## src/rtl/data_memory_access_unit.sv

```systemverilog
// data_memory_access_unit
//   MEM-stage bridge from the EX/MEM register to a word-addressed data memory.
//   Each load/store runs as one req/ack transaction with a bounded wait.
//   data_ready_mem low stalls the whole pipeline until the access completes.
//   Optional feature macro: MEM_STORE_BUFFER_EN (1-entry posted store buffer).
//
//   Handshake: mem_req rises on the edge leaving IDLE and stays high, with
//   mem_we/mem_addr/mem_wdata frozen, until the edge on which mem_ack is
//   sampled high (or the wait budget runs out). mem_ack is a one-cycle pulse
//   and is ignored whenever mem_req is not high.
module data_memory_access_unit #(
  parameter int ADDR_W  = 14,
  parameter int TIMEOUT = 255
) (
  input  logic              clk,
  input  logic              rstn,
  input  logic              memread_mem,
  input  logic              memwrite_mem,
  input  logic [31:0]       alu_result_mem,
  input  logic [31:0]       write_data_memory_mem,
  output logic [31:0]       data_from_memory_mem,
  output logic              data_ready_mem,
  output logic              mem_req,
  output logic              mem_we,
  output logic [ADDR_W-1:0] mem_addr,
  output logic [31:0]       mem_wdata,
  input  logic [31:0]       mem_rdata,
  input  logic              mem_ack,
  output logic              mem_err,
  output logic [1:0]        state_dbg
);

  typedef enum logic [1:0] {
    IDLE = 2'd0,
    REQ  = 2'd1,
    DONE = 2'd2
  } state_t;

  // Last value of the wait counter before a missing ack is declared a timeout.
  localparam logic [7:0] TMO_LAST = 8'(TIMEOUT - 1);

  state_t     state;
  state_t     finish_state;
  logic [7:0] wait_cnt;
  logic       is_load;
  logic       access;
  logic       load_req;
  logic       in_range;

  assign access    = memread_mem | memwrite_mem;
  // Read and write together behave as a store.
  assign load_req  = memread_mem & ~memwrite_mem;
  // Any address bit above the word-address field makes the access illegal.
  assign in_range  = ((alu_result_mem >> (ADDR_W + 2)) == 32'd0);
  assign state_dbg = state;

`ifdef MEM_STORE_BUFFER_EN
  // High while the transaction in REQ is a posted store the pipeline no
  // longer waits for; such a drain returns straight to IDLE with no ready pulse.
  logic draining;
  assign finish_state = draining ? IDLE : DONE;
`else
  assign finish_state = DONE;
`endif

  // Stall decode: ready whenever no access is waiting on this unit.
  always_comb begin
    data_ready_mem = 1'b0;
    case (state)
      IDLE: begin
`ifdef MEM_STORE_BUFFER_EN
        // An in-range store is posted without stalling (buffer is empty in IDLE).
        data_ready_mem = ~access | (memwrite_mem & in_range);
`else
        data_ready_mem = ~access;
`endif
      end
      REQ: begin
`ifdef MEM_STORE_BUFFER_EN
        data_ready_mem = draining & ~access;
`else
        data_ready_mem = 1'b0;
`endif
      end
      DONE:    data_ready_mem = 1'b1;
      default: data_ready_mem = 1'b0;
    endcase
    if (!rstn) data_ready_mem = 1'b1;
  end

  // Access FSM: latches the request in IDLE, waits for ack/timeout in REQ,
  // and gives the pipeline its single advance cycle in DONE.
  always_ff @(posedge clk or negedge rstn) begin
    if (!rstn) begin
      state                <= IDLE;
      mem_req              <= 1'b0;
      mem_we               <= 1'b0;
      mem_addr             <= '0;
      mem_wdata            <= '0;
      data_from_memory_mem <= '0;
      mem_err              <= 1'b0;
      wait_cnt             <= '0;
      is_load              <= 1'b0;
`ifdef MEM_STORE_BUFFER_EN
      draining             <= 1'b0;
`endif
    end else begin
      case (state)
        IDLE: begin
          if (access) begin
            if (in_range) begin
              state     <= REQ;
              mem_req   <= 1'b1;
              mem_we    <= memwrite_mem;
              mem_addr  <= alu_result_mem[ADDR_W+1:2];
              mem_wdata <= write_data_memory_mem;
              is_load   <= load_req;
              wait_cnt  <= '0;
`ifdef MEM_STORE_BUFFER_EN
              draining  <= memwrite_mem;
`endif
            end else begin
              // Illegal address: no bus cycle, flag it and return zero for loads.
              state   <= DONE;
              mem_err <= 1'b1;
              if (load_req) data_from_memory_mem <= '0;
            end
          end
        end
        REQ: begin
          if (mem_ack) begin
            state   <= finish_state;
            mem_req <= 1'b0;
            if (is_load) data_from_memory_mem <= mem_rdata;
`ifdef MEM_STORE_BUFFER_EN
            draining <= 1'b0;
`endif
          end else if (wait_cnt == TMO_LAST) begin
            // Forced completion so a dead memory cannot hang the pipeline.
            state   <= finish_state;
            mem_req <= 1'b0;
            mem_err <= 1'b1;
            if (is_load) data_from_memory_mem <= '0;
`ifdef MEM_STORE_BUFFER_EN
            draining <= 1'b0;
`endif
          end else begin
            wait_cnt <= wait_cnt + 8'd1;
          end
        end
        DONE:    state <= IDLE;
        default: state <= IDLE;
      endcase
    end
  end

endmodule

```

## config.mk

```make
export PLATFORM = sky130hd
export DESIGN_NAME = data_memory_access_unit
export DESIGN_NICKNAME = d
export VERILOG_FILES = /design/src/rtl/data_memory_access_unit.sv
export SDC_FILE = /design/constraint.sdc
export NUM_CORES = 1
export LEC_CHECK = 0
export CAP_MARGIN = 5
export CORE_MARGIN = 4
export CORE_UTILIZATION = 40
export CTS_CLUSTER_SIZE = 30
export DETAILED_ROUTE_END_ITERATION = 16
export GPL_TIMING_DRIVEN = 0
export HOLD_SLACK_MARGIN = 0.03
export PLACE_DENSITY_LB_ADDON = 0.3
export SYNTH_ARGS = -nofsm -noshare
export SYNTH_HDL_FRONTEND = slang
export SYNTH_SLANG_ARGS = --single-unit
```

## constraint.sdc

```tcl
create_clock -name clk -period 2.09 [get_ports clk]
set_input_delay 0.3135 -clock clk [delete_from_list [all_inputs] [get_ports clk]]
set_output_delay 0.3135 -clock clk [all_outputs]
set_load 0.02 [all_outputs]
```

# Word-level counts from Yosys, hierarchy flattened
# Cells that the tools add are included.
# classes
eq_ne,12
n_div,0
bitwise_logic,4
shifts,0
reduce_logical,9
n_addsub,1
muxes,30
multipliers,0
magnitude_cmp,0
# op_table
op,count
$mux 32,7
$pmux 32 s2,1
$logic_not 32->1,1
$mux 8,4
$ne 2x2->1 const B,8
$pmux 8 s2,1
$reduce_and 5->1,2
$mux 1,9
$add 8x1->8 const B,1
$eq 8x8->1 const B,1
$mux 2,4
$pmux 1 s2,3
$reduce_and 6->1,1
$pmux 2 s2,1
$reduce_and 4->1,1
$ne 3x3->1 const B,1
$reduce_and 3->1,1
$eq 2x1->1 const B,1
$eq 2x2->1 const B,1
$logic_not 2->1,1
$not 1->1,2
$reduce_and 2->1,1
$reduce_bool 2->1,1
$and 1x1->1,1
$or 1x1->1,1
# totals
out_inout_bits,84
ram_bits,0
in_bits,101
latchBits,0
mem_count,0
mem_bits_ro,0
reg_bits,92

# Logic depth before layout (Yosys ltp)
# Gate-level depths: netlist of the first run.
# logic_depth
ltp_word,6
ltp_mapped,8

# Worst setup path before layout of the first run
# Ideal clock, no wire load.
# synth_path
path_type,register -> register
startpoint,"register state[0], in the netlist state_dbg[0]"
endpoint,register mem_addr[10]
period_less_slack_ns,2.026
setup_slack_ns,0.064
setup_time_ns,0.125
t_arrival_ns,1.901
n_path_buf,2
stages_incl_launch_ff,6
required_time_ns,1.965
cell_sequence,dfrtp_1 > clkbuf_1 > or3_1 > nor4_4 > buf_4 > mux2_2
# synth_between
elab_chain_cells,2
# synth_rtl
item,line_no,rtl
start: declaration,42,state_t state;
start signal: assignment,132,state <= finish_state;
start signal: assignment,140,state <= finish_state;
$logic_not 2->1,108,case (state)
$reduce_and 3->1 (no source line),n/a,
end signal: assignment,115,mem_addr <= alu_result_mem[ADDR_W+1:2];
end: declaration,25,"output logic [ADDR_W-1:0] mem_addr,"
# No other way between the ends.
# A chain may end at the register's enable or synchronous reset.

# Final worst setup path of the first run
# layout_path
startpoint,"register state[0], in the netlist state_dbg[0]"
endpoint,register mem_wdata[0]
# layout_between
elab_chain_cells,2
# layout_rtl
item,line_no,rtl
$logic_not 2->1,108,
$reduce_and 3->1 (no source line),n/a,
end signal: assignment,116,mem_wdata <= write_data_memory_mem;
end: declaration,26,"output logic [31:0] mem_wdata,"
# No other way between the ends.

==> results of run 1 <==
[metrics by stage]
stage / std cells / hold WS [ns] / worst slack (ns)
after floorplan: 254 / 0.0179 / 0.0638
after global placement: 544 / 0.438 / -3.10
after detailed placement: 545 / 0.359 / -0.616
after CTS: 564 / 0.477 / -0.0215
after global routing: 568 / 0.504 / 0.0274
final: 568 / 0.476 / 0.0755
[critical path, stage by stage, from the launching register on]
cell and delay [ns]:
dfrtp_1 0.49, or3_4 0.46, nor4_4 0.23, buf_6 0.17, buf_4 0.19, mux2_1 0.36
[per-layer routing]
metal	routed length, um	vias up	GRT usage
met2	5640	104	0.343
met5	0	-	0
met4	235	0	0.0727
li1	-	1333	-
met1	3650	1493	0.220
met3	703	18	0.0555
[power by group]
part | switching (uW) | internal (uW) | total, uW
clock network | 649 | 599 | 1250
registers | 5.87 | 1780 | 1790
logic | 93.1 | 195 | 288
[cell usage after synthesis, drive strengths merged]
library cell / n
a21o: 1
nand4: 2
nor4: 5
nand2b: 2
buf: 9
o22ai: 1
a21oi: 9
nand3: 4
nand2: 3
clkbuf: 5
mux2i: 1
nor3b: 1
nand3b: 2
and3: 2
dfrtp: 92
o211ai: 1
ha: 2
o21ai: 6
nor2b: 1
nor3: 4
mux2: 46
xor2: 1
o21ba: 1
nor2: 11
a32o: 1
inv: 3
a31oi: 1
or3: 1
a31o: 1
a22o: 33
o21a: 2
[flip-flops by register name, indices dropped and copies added, names as in the netlist]
signal,flops
mem_wdata,32
mem_we,1
state_dbg,2
mem_req,1
mem_err,1
data_from_memory_mem,32
wait_cnt,8
is_load,1
mem_addr,14
[what timing repair did]
item / 4_1_cts / 5_1_grt
pin swaps: 1 / 2
endpoints found under the hold margin: 45 / 0
hold buffers: 2 / 0
setup endpoints to repair: 85 / 79
setup buffers: 1 / 4
resized for setup: 7 / 1
cloned: 0 / 1
[cell type report]
type | count | area share
Timing Repair Buffer | 191 | 0.330
Buffer | 13 | 0.0136
Clock inverter | 6 | 0.0119
Tap cell | 108 | 0.0229
Clock buffer | 10 | 0.0233
Sequential cell | 92 | 0.390
Inverter | 3 | 0.00191
Multi-Input combinational cell | 145 | 0.206
[final timing paths]
path,end,slack (ns),cells after the start
min reg2reg,mem_err$_DFFE_PN0P_,0.48,1
max,mem_wdata[0]$_DFFE_PN0P_,0.08,5
max in group asynchronous,data_from_memory_mem[8]$_DFFE_PN0P_,1.33,3
min,mem_err$_DFFE_PN0P_,0.48,1
min in group asynchronous,data_from_memory_mem[4]$_DFFE_PN0P_,0.52,3
max reg2reg,mem_wdata[0]$_DFFE_PN0P_,0.08,5
[cell families after synthesis]
logic type	after synthesis
XOR/XNOR	1
AND/OR/NAND/NOR	38
multiplexers	47
buffers and inverters	17
flip-flops	92
adder cells (fa/ha/maj)	2
AO/OA/AOI/OAI	57
==> flow_summary.json, run 1 <==
{
  "cts_buffer_depth": 2,
  "yosysTopAreaCellShare": 0.639,
  "synth_top_family_by_area": "multiplexers",
  "rsz0062_at_grt": "no",
  "cts_root_buffer": "clkbuf_8",
  "grt_pass1_wl_mm": 15.8,
  "overflow": 0,
  "tightest_slew_ns": 0.440,
  "final_area_sq_um": 5900,
  "crit_arrival_ns": 2.25,
  "htreeDepth": 3,
  "syn_inst": 254,
  "wl_per_cell_um": 18.0,
  "first_global_vias": 3201,
  "clkLatencyLatePin_ns": 0.35,
  "fmax_ghz": 0.496,
  "cts.clk_slew.worst_paths_ns": 0.10,
  "dr.pass1.iters": 4,
  "start_kind": "flip-flop",
  "synth_warnings": 0,
  "ios": 185,
  "regToRegStartpoint": "state_dbg[0]$_DFFE_PN0P_",
  "startpoint": "state_dbg[0]$_DFFE_PN0P_",
  "synth_fa_ha_area_frac": 0.00695,
  "syn-num-nets": 357,
  "finalHoldViolations": 0,
  "syn_area_sq_um": 3600,
  "fin_crit_sh": 0.964,
  "finalMaxSlewViolations": 0,
  "drt_iter0_markers": 54,
  "initial_core_util": 0.413,
  "chipWidth_um": 103,
  "fin_skew_ns": 0.0106,
  "synth_compound_area_frac": 0.121,
  "portBuffers": 182,
  "ant_nets": 0,
  "cp-end-kind": "flip-flop",
  "grt_max_degree": 49,
  "final.min_clock_period_ns": 2.01,
  "multi_input_area_sq_um": 1220,
  "synth_cell_type_count": 35,
  "final_cell_mix": "clkdlybuf4s50_1, dfrtp_1, mux2_2",
  "hold_class": "reg -> reg",
  "grt_use_total": 0.193,
  "die_y_um": 103,
  "drc": 0,
  "avgSynthCellArea_sq_um": 14.2,
  "muxShareOfSynthArea": 0.147,
  "seq_area_sq_um": 2300,
  "rows": 34,
  "viasPerCell": 5.19,
  "worstHoldStart": "mem_err$_DFFE_PN0P_",
  "routed_wl_mm": 10.2,
  "cp.required_ns": 2.33,
  "worst-path-max-fanout": 10,
  "drive_gt1_frac": 0.167,
  "synth_area_leaders": "dfrtp_1, mux2_2, a22o_1",
  "relSlewSlack": 0.705,
  "outcome": "finished clean",
  "cts_buffers": 9,
  "worstSetupPathType": "reg -> reg",
  "yosysSeqAreaShare": 0.639,
  "ys_ff_latch": 92,
  "power.density_nw_per_um2": 563,
  "cts_tree": "built",
  "synth_top_cell_by_area": "dfrtp_1",
  "synthXorXnorAreaFrac": 0.00243,
  "antenna_found_initial": 0,
  "p_total_uw": 3320,
  "final_common_cell": "clkdlybuf4s50_1",
  "hpwlAfterDp_mm": 7.56,
  "core-area_sq_um": 8720,
  "synth_simple_gate_area_frac": 0.0587,
  "place_congestion": 0.825,
  "placed_area_sq_um": 5580,
  "finalSetupViolations": 0,
  "diodes": 0,
  "ir_worst_vdd_v": 0.000339,
  "cts.sinks": 92,
  "final_nets": 558,
  "finalSetupTns_ns": 0,
  "dieArea_sq_um": 10600,
  "cap_violations": 0,
  "area_growth_pct": 63.8,
  "n_fill_cell": 661,
  "power.leakage_uw": 0.00267,
  "utilization": 0.677,
  "vias": 2948
}
Power figures use the tool's default switching activity.
==> run 2, diff against run 1 <==
--- a/config.mk
+++ b/config.mk
@@ -6,8 +6,9 @@
 export NUM_CORES = 1
 export LEC_CHECK = 0
 export CAP_MARGIN = 5
+export CORE_ASPECT_RATIO = 1.4
 export CORE_MARGIN = 4
-export CORE_UTILIZATION = 40
+export CORE_UTILIZATION = 36
 export CTS_CLUSTER_SIZE = 30
 export DETAILED_ROUTE_END_ITERATION = 16
 export GPL_TIMING_DRIVEN = 0
==> constraint.sdc (replaced) <==
create_clock -name clk -period 1.8 [get_ports clk]
set_input_delay 0.27 -clock clk [delete_from_list [all_inputs] [get_ports clk]]
set_output_delay 0.27 -clock clk [all_outputs]
set_load 0.02 [all_outputs]
==> run 2 against run 1 <==
Against the previous run: clock skew shrank 0.0036 ns; total power grew 30%; the run now ends with negative hold slack, negative setup slack left; count of clock-buffer cells in the layout shrank 1; setup slack lost 0.15 ns; critical path depth grew 1.
==> flow_summary.json, run 2 (synthesis gave the netlist of run 1 again) <==
{
  "outcome": "complete, but fails checks",
  "violations": "negative hold slack, negative setup slack",
  "combPwrFrac": 0.080,
  "wl_per_cell_um": 17.5,
  "die_y_um": 126,
  "antenna_found_initial": 0,
  "highest_layer": "met4",
  "p_total_uw": 4300,
  "rsz0062_at_grt": "yes",
  "cts_buffers": 9,
  "diodes": 0,
  "ios": 185,
  "clock_power_share": 0.437,
  "wl_met1_mm": 3.90,
  "hpwlAfterDp_mm": 7.16,
  "dr_wl_met3_um": 707,
  "cts_root_buffer": "clkbuf_16",
  "final_nets": 569,
  "reg2reg_depth": 6,
  "clkLatencyLatePin_ns": 0.34,
  "core-area_sq_um": 9620,
  "fin_crit_sh": 1.04,
  "first_global_vias": 3253,
  "swShare": 0.215,
  "drive_gt1_frac": 0.236,
  "ant_nets": 0,
  "relSlewSlack": 0.703,
  "finalSetupViolations": 40,
  "dr_wl_met2_mm": 5.71,
  "utilization": 0.676,
  "area_growth_pct": 80.3,
  "finalHoldViolations": 46,
  "start_kind": "flip-flop",
  "cts.clk_slew.worst_paths_ns": 0.07,
  "initial_core_util": 0.375,
  "crit_arrival_ns": 2.09,
  "fin_skew_ns": 0.00704,
  "grt_max_degree": 48,
  "vias": 2897,
  "cap_violations": 0,
  "cts_tree": "built",
  "drc": 0,
  "p_int_uw": 3380,
  "ir_worst_vdd_v": 0.000474,
  "grt_use_total": 0.172,
  "dieArea_sq_um": 11700,
  "drt_iter0_markers": 99,
  "p_sw_uw": 924,
  "place_congestion": 0.743,
  "largest_registers": "data_from_memory_mem (32), mem_wdata (32), mem_addr (14)",
  "viasPerCell": 4.80,
  "worstSetupPathType": "reg -> reg",
  "grt_pass1_wl_mm": 15.9,
  "tightest_slew_ns": 0.446,
  "cts.sinks": 92,
  "fmax_ghz": 0.532,
  "rows": 42,
  "dr.pass1.iters": 4,
  "portBuffers": 182,
  "worst_slack_ns": -0.0782,
  "overflow": 0,
  "seqPwrFrac": 0.483,
  "finalMaxSlewViolations": 0,
  "cp.required_ns": 2.02,
  "final_common_cell": "clkdlybuf4s50_1",
  "cts_buffer_depth": 2,
  "whs_ns": -0.151,
  "chipWidth_um": 92.5,
  "power.leakage_uw": 0.00290,
  "hold_class": "in -> async",
  "power.density_nw_per_um2": 662,
  "n_fill_cell": 729,
  "worst-path-max-fanout": 5,
  "cp-end-kind": "flip-flop",
  "final_cell_mix": "clkdlybuf4s50_1, dfrtp_1, mux2_4",
  "final.min_clock_period_ns": 1.88,
  "htreeDepth": 3,
  "routed_wl_mm": 10.5
}
-- run 2: layer usage --
layer,vias to the layer above,track usage
li1,1364,-
met1,1405,0.182
met2,109,0.316
met3,19,0.0450
met4,0,0.0770
met5,-,0
-- run 2: power by group through the flow --
stage	logic (uW)	registers [uW]	clock network, uW
4_1_cts	326	2080	1940
2_1_floorplan	36.7	2120	0
5_1_grt	370	2080	2000
6_report	345	2080	1880
3_5_place_dp	322	2120	0
3_3_place_gp	309	2120	0
-- run 2: cell type report --
class / count / area (sq um) / area share
repair buffers: 202 / 2120 / 0.326
inverters: 3 / 11.3 / 0.00173
flip-flops and latches: 92 / 2300 / 0.355
well taps: 132 / 165 / 0.0254
clock buffers: 9 / 225 / 0.0347
clock inverters: 7 / 73.8 / 0.0114
multi-input cells: 145 / 1450 / 0.223
plain buffers: 13 / 150 / 0.0231
-- run 2: through the flow --
step	cells	setup slack, ns	instance area (sq um)	TNS (ns)
CTS	598	-0.0485	6210	-0.470
global route	603	-0.152	6500	-5.60
detailed placement	569	-0.755	5660	-52.67
global placement	568	-3.24	5630	-307.87
finish	603	-0.0782	6500	-2.12
floorplan	254	-0.204	3650	-9.58
-- run 2: final timing paths --
check	from	to	slack [ns]
max	state_dbg[0]$_DFFE_PN0P_	mem_wdata[24]$_DFFE_PN0P_	-0.08
min	rstn	data_from_memory_mem[16]$_DFFE_PN0P_	-0.15
max reg2reg	state_dbg[0]$_DFFE_PN0P_	mem_wdata[24]$_DFFE_PN0P_	-0.08
min reg2reg	mem_err$_DFFE_PN0P_	mem_err$_DFFE_PN0P_	0.48
max in group asynchronous	rstn	state_dbg[0]$_DFFE_PN0P_	1.35
min in group clk	memwrite_mem	is_load$_DFFE_PN0P_	0.30
-- run 2: repair_timing --
item,4_1_cts,5_1_grt
pin swaps,7,8
gates resized for setup,51,53
cloned,2,4
setup endpoints to repair,87,85
hold endpoints to repair,46,46
setup buffers,12,2
-- run 2: critical path, cell delays in order (launching register included) --
cell,delay [ns]
dfrtp_2,0.42
or3_4,0.36
nor4_4,0.27
buf_6,0.18
buf_12,0.11
buf_8,0.12
mux2_4,0.30
==> run 3, diff against run 2 <==
--- a/config.mk
+++ b/config.mk
@@ -13,7 +13,8 @@
 export DETAILED_ROUTE_END_ITERATION = 16
 export GPL_TIMING_DRIVEN = 0
 export HOLD_SLACK_MARGIN = 0.03
-export PLACE_DENSITY_LB_ADDON = 0.3
+export MAX_ROUTING_LAYER = met4
+export PLACE_DENSITY = 0.77
 export SYNTH_ARGS = -nofsm -noshare
 export SYNTH_HDL_FRONTEND = slang
 export SYNTH_SLANG_ARGS = --single-unit
==> run 3 against run 2 <==
Against the previous run: design area is 1.1% lower; wire length is 0.60% lower; register-to-register slack better by 0.06 ns; first-iteration DRC count is 2.0% lower; worst hold slack better by 0.056 ns; count of clock-buffer cells in the layout is 3 higher; the flow still finishes with violations (negative hold slack, negative setup slack); setup slack better by 0.057 ns; via count is 0.72% higher; largest cell class unchanged; global-route usage is 0.092 points lower; critical path type unchanged.
==> flow_summary.json, run 3 (synthesis gave the netlist of run 1 again) <==
{
  "outcome": "complete, but fails checks",
  "violations": "negative hold slack, negative setup slack",
  "finalHoldViolations": 48,
  "diodes": 0,
  "cts_hold_buf": 3,
  "grt_pass1_wl_mm": 15.5,
  "dpl_worst_slack_ns": -0.738,
  "cts_tree": "built",
  "ios": 185,
  "portBuffers": 182,
  "place_congestion": 0.746,
  "area_growth_pct": 78.4,
  "viasPerCell": 4.86,
  "regToRegStartpoint": "state_dbg[0]$_DFFE_PN0P_",
  "start_kind": "flip-flop",
  "power.leakage_uw": 0.00291,
  "rows": 42,
  "wl_per_cell_um": 17.4,
  "placed_area_sq_um": 5660,
  "initial_core_util": 0.375,
  "cts.sinks": 92,
  "first_global_vias": 3156,
  "dr.pass1.iters": 4,
  "final_common_cell": "clkdlybuf4s50_1",
  "drc": 0,
  "final_nets": 568,
  "worst-path-max-fanout": 8,
  "ant_nets": 0,
  "cts_buffers": 9,
  "die_y_um": 126,
  "cts.clk_slew.worst_paths_ns": 0.06,
  "final_cell_mix": "clkdlybuf4s50_1, dfrtp_1, mux2_4",
  "hpwlAfterDp_mm": 7.31,
  "cap_violations": 0,
  "startpoint": "state_dbg[0]$_DFFE_PN0P_",
  "antenna_found_initial": 0,
  "core-area_sq_um": 9620,
  "n_fill_cell": 695,
  "placedCellCount": 569,
  "finalSetupViolations": 13,
  "cts_root_buffer": "clkbuf_16",
  "relSlewSlack": 0.743,
  "hold_class": "in -> async",
  "power.density_nw_per_um2": 665,
  "utilization": 0.668,
  "fin_crit_sh": 1.01,
  "grt_max_degree": 50,
  "finalMaxSlewViolations": 0,
  "final.min_clock_period_ns": 1.82,
  "overflow": 0,
  "fin_skew_ns": 0.00599,
  "routed_wl_mm": 10.5,
  "drt_iter0_markers": 97,
  "chipWidth_um": 92.5,
  "vias": 2918,
  "htreeDepth": 3,
  "cts_buffer_depth": 2,
  "worstSetupPathType": "reg -> reg",
  "final_area_sq_um": 6430,
  "largest_registers": "data_from_memory_mem (32), mem_wdata (32), mem_addr (14)",
  "clkLatencyLatePin_ns": 0.33,
  "grt_use_total": 0.171,
  "drive_gt1_frac": 0.220,
  "layoutNonFillerInstCount": 600,
  "cp-end-kind": "flip-flop",
  "dieArea_sq_um": 11700,
  "fmax_ghz": 0.549,
  "tightest_slew_ns": 0.382,
  "cp.required_ns": 2.01,
  "whs_ns": -0.0957,
  "ir_worst_vdd_v": 0.000497,
  "rsz0062_at_grt": "yes",
  "worst_slack_ns": -0.0207,
  "crit_arrival_ns": 2.03
}
-- run 3: metal layers --
layer	share of wire	routed length (um)	track usage
met1	0.40	4220	0.197
met2	0.53	5530	0.297
met3	0.051	534	0.0273
met4	0.017	179	0.0682
met5	0	0	-
-- run 3: cell type report --
class                   count  area, sq um  area share
inverters                   3         11.3     0.00175
clock buffers              12          256      0.0399
repair buffers            201         2100       0.327
multi-input cells         145         1410       0.219
clock inverters             2         35.0     0.00545
flip-flops and latches     92         2300       0.358
plain buffers              13          143      0.0222
well taps                 132          165      0.0257
-- run 3: worst paths after layout --
| kind | slack (ns) | depth (start not counted) | end |
|---|---|---|---|
| hold reg to reg | 0.48 | 1 | mem_wdata[28]$_DFFE_PN0P_ |
| setup / recovery | -0.02 | 6 | mem_wdata[15]$_DFFE_PN0P_ |
| max in group asynchronous | 0.97 | 4 | mem_wdata[15]$_DFFE_PN0P_ |
| min in group clk | 0.48 | 1 | mem_wdata[28]$_DFFE_PN0P_ |
| setup reg to reg | -0.02 | 6 | mem_wdata[15]$_DFFE_PN0P_ |
| hold / removal | -0.1 | 2 | mem_wdata[18]$_DFFE_PN0P_ |
-- run 3: repair_timing --
action,4_1_cts,5_1_grt
setup buffers,6,4
hold endpoints to repair,44,48
gates resized for setup,45,43
pin swaps,3,4
gates cloned,0,5
endpoints found under the setup margin,87,88
-- run 3: through the flow --
step           hold WS [ns]  total power, uW  setup TNS, ns
3_5_place_dp          0.314             2440         -51.65
6_report            -0.0957             4270         -0.140
3_3_place_gp          0.461             2420        -309.79
5_1_grt             -0.0806             4420          -2.49
4_1_cts             -0.0919             4320          -2.19
2_1_floorplan       -0.0256             2160          -9.58
-- run 3: critical path: stages (launching register included) --
cell,delay (ns)
dfrtp_2,0.42
or3_4,0.36
nor4_4,0.19
buf_4,0.17
buf_6,0.12
buf_12,0.14
mux2_4,0.30
-- run 3: where the power goes --
part / internal (uW) / switching [uW]
Combinational: 224 / 115
Clock: 1130 / 723
Sequential: 2070 / 7.06
Total: 3430 / 846
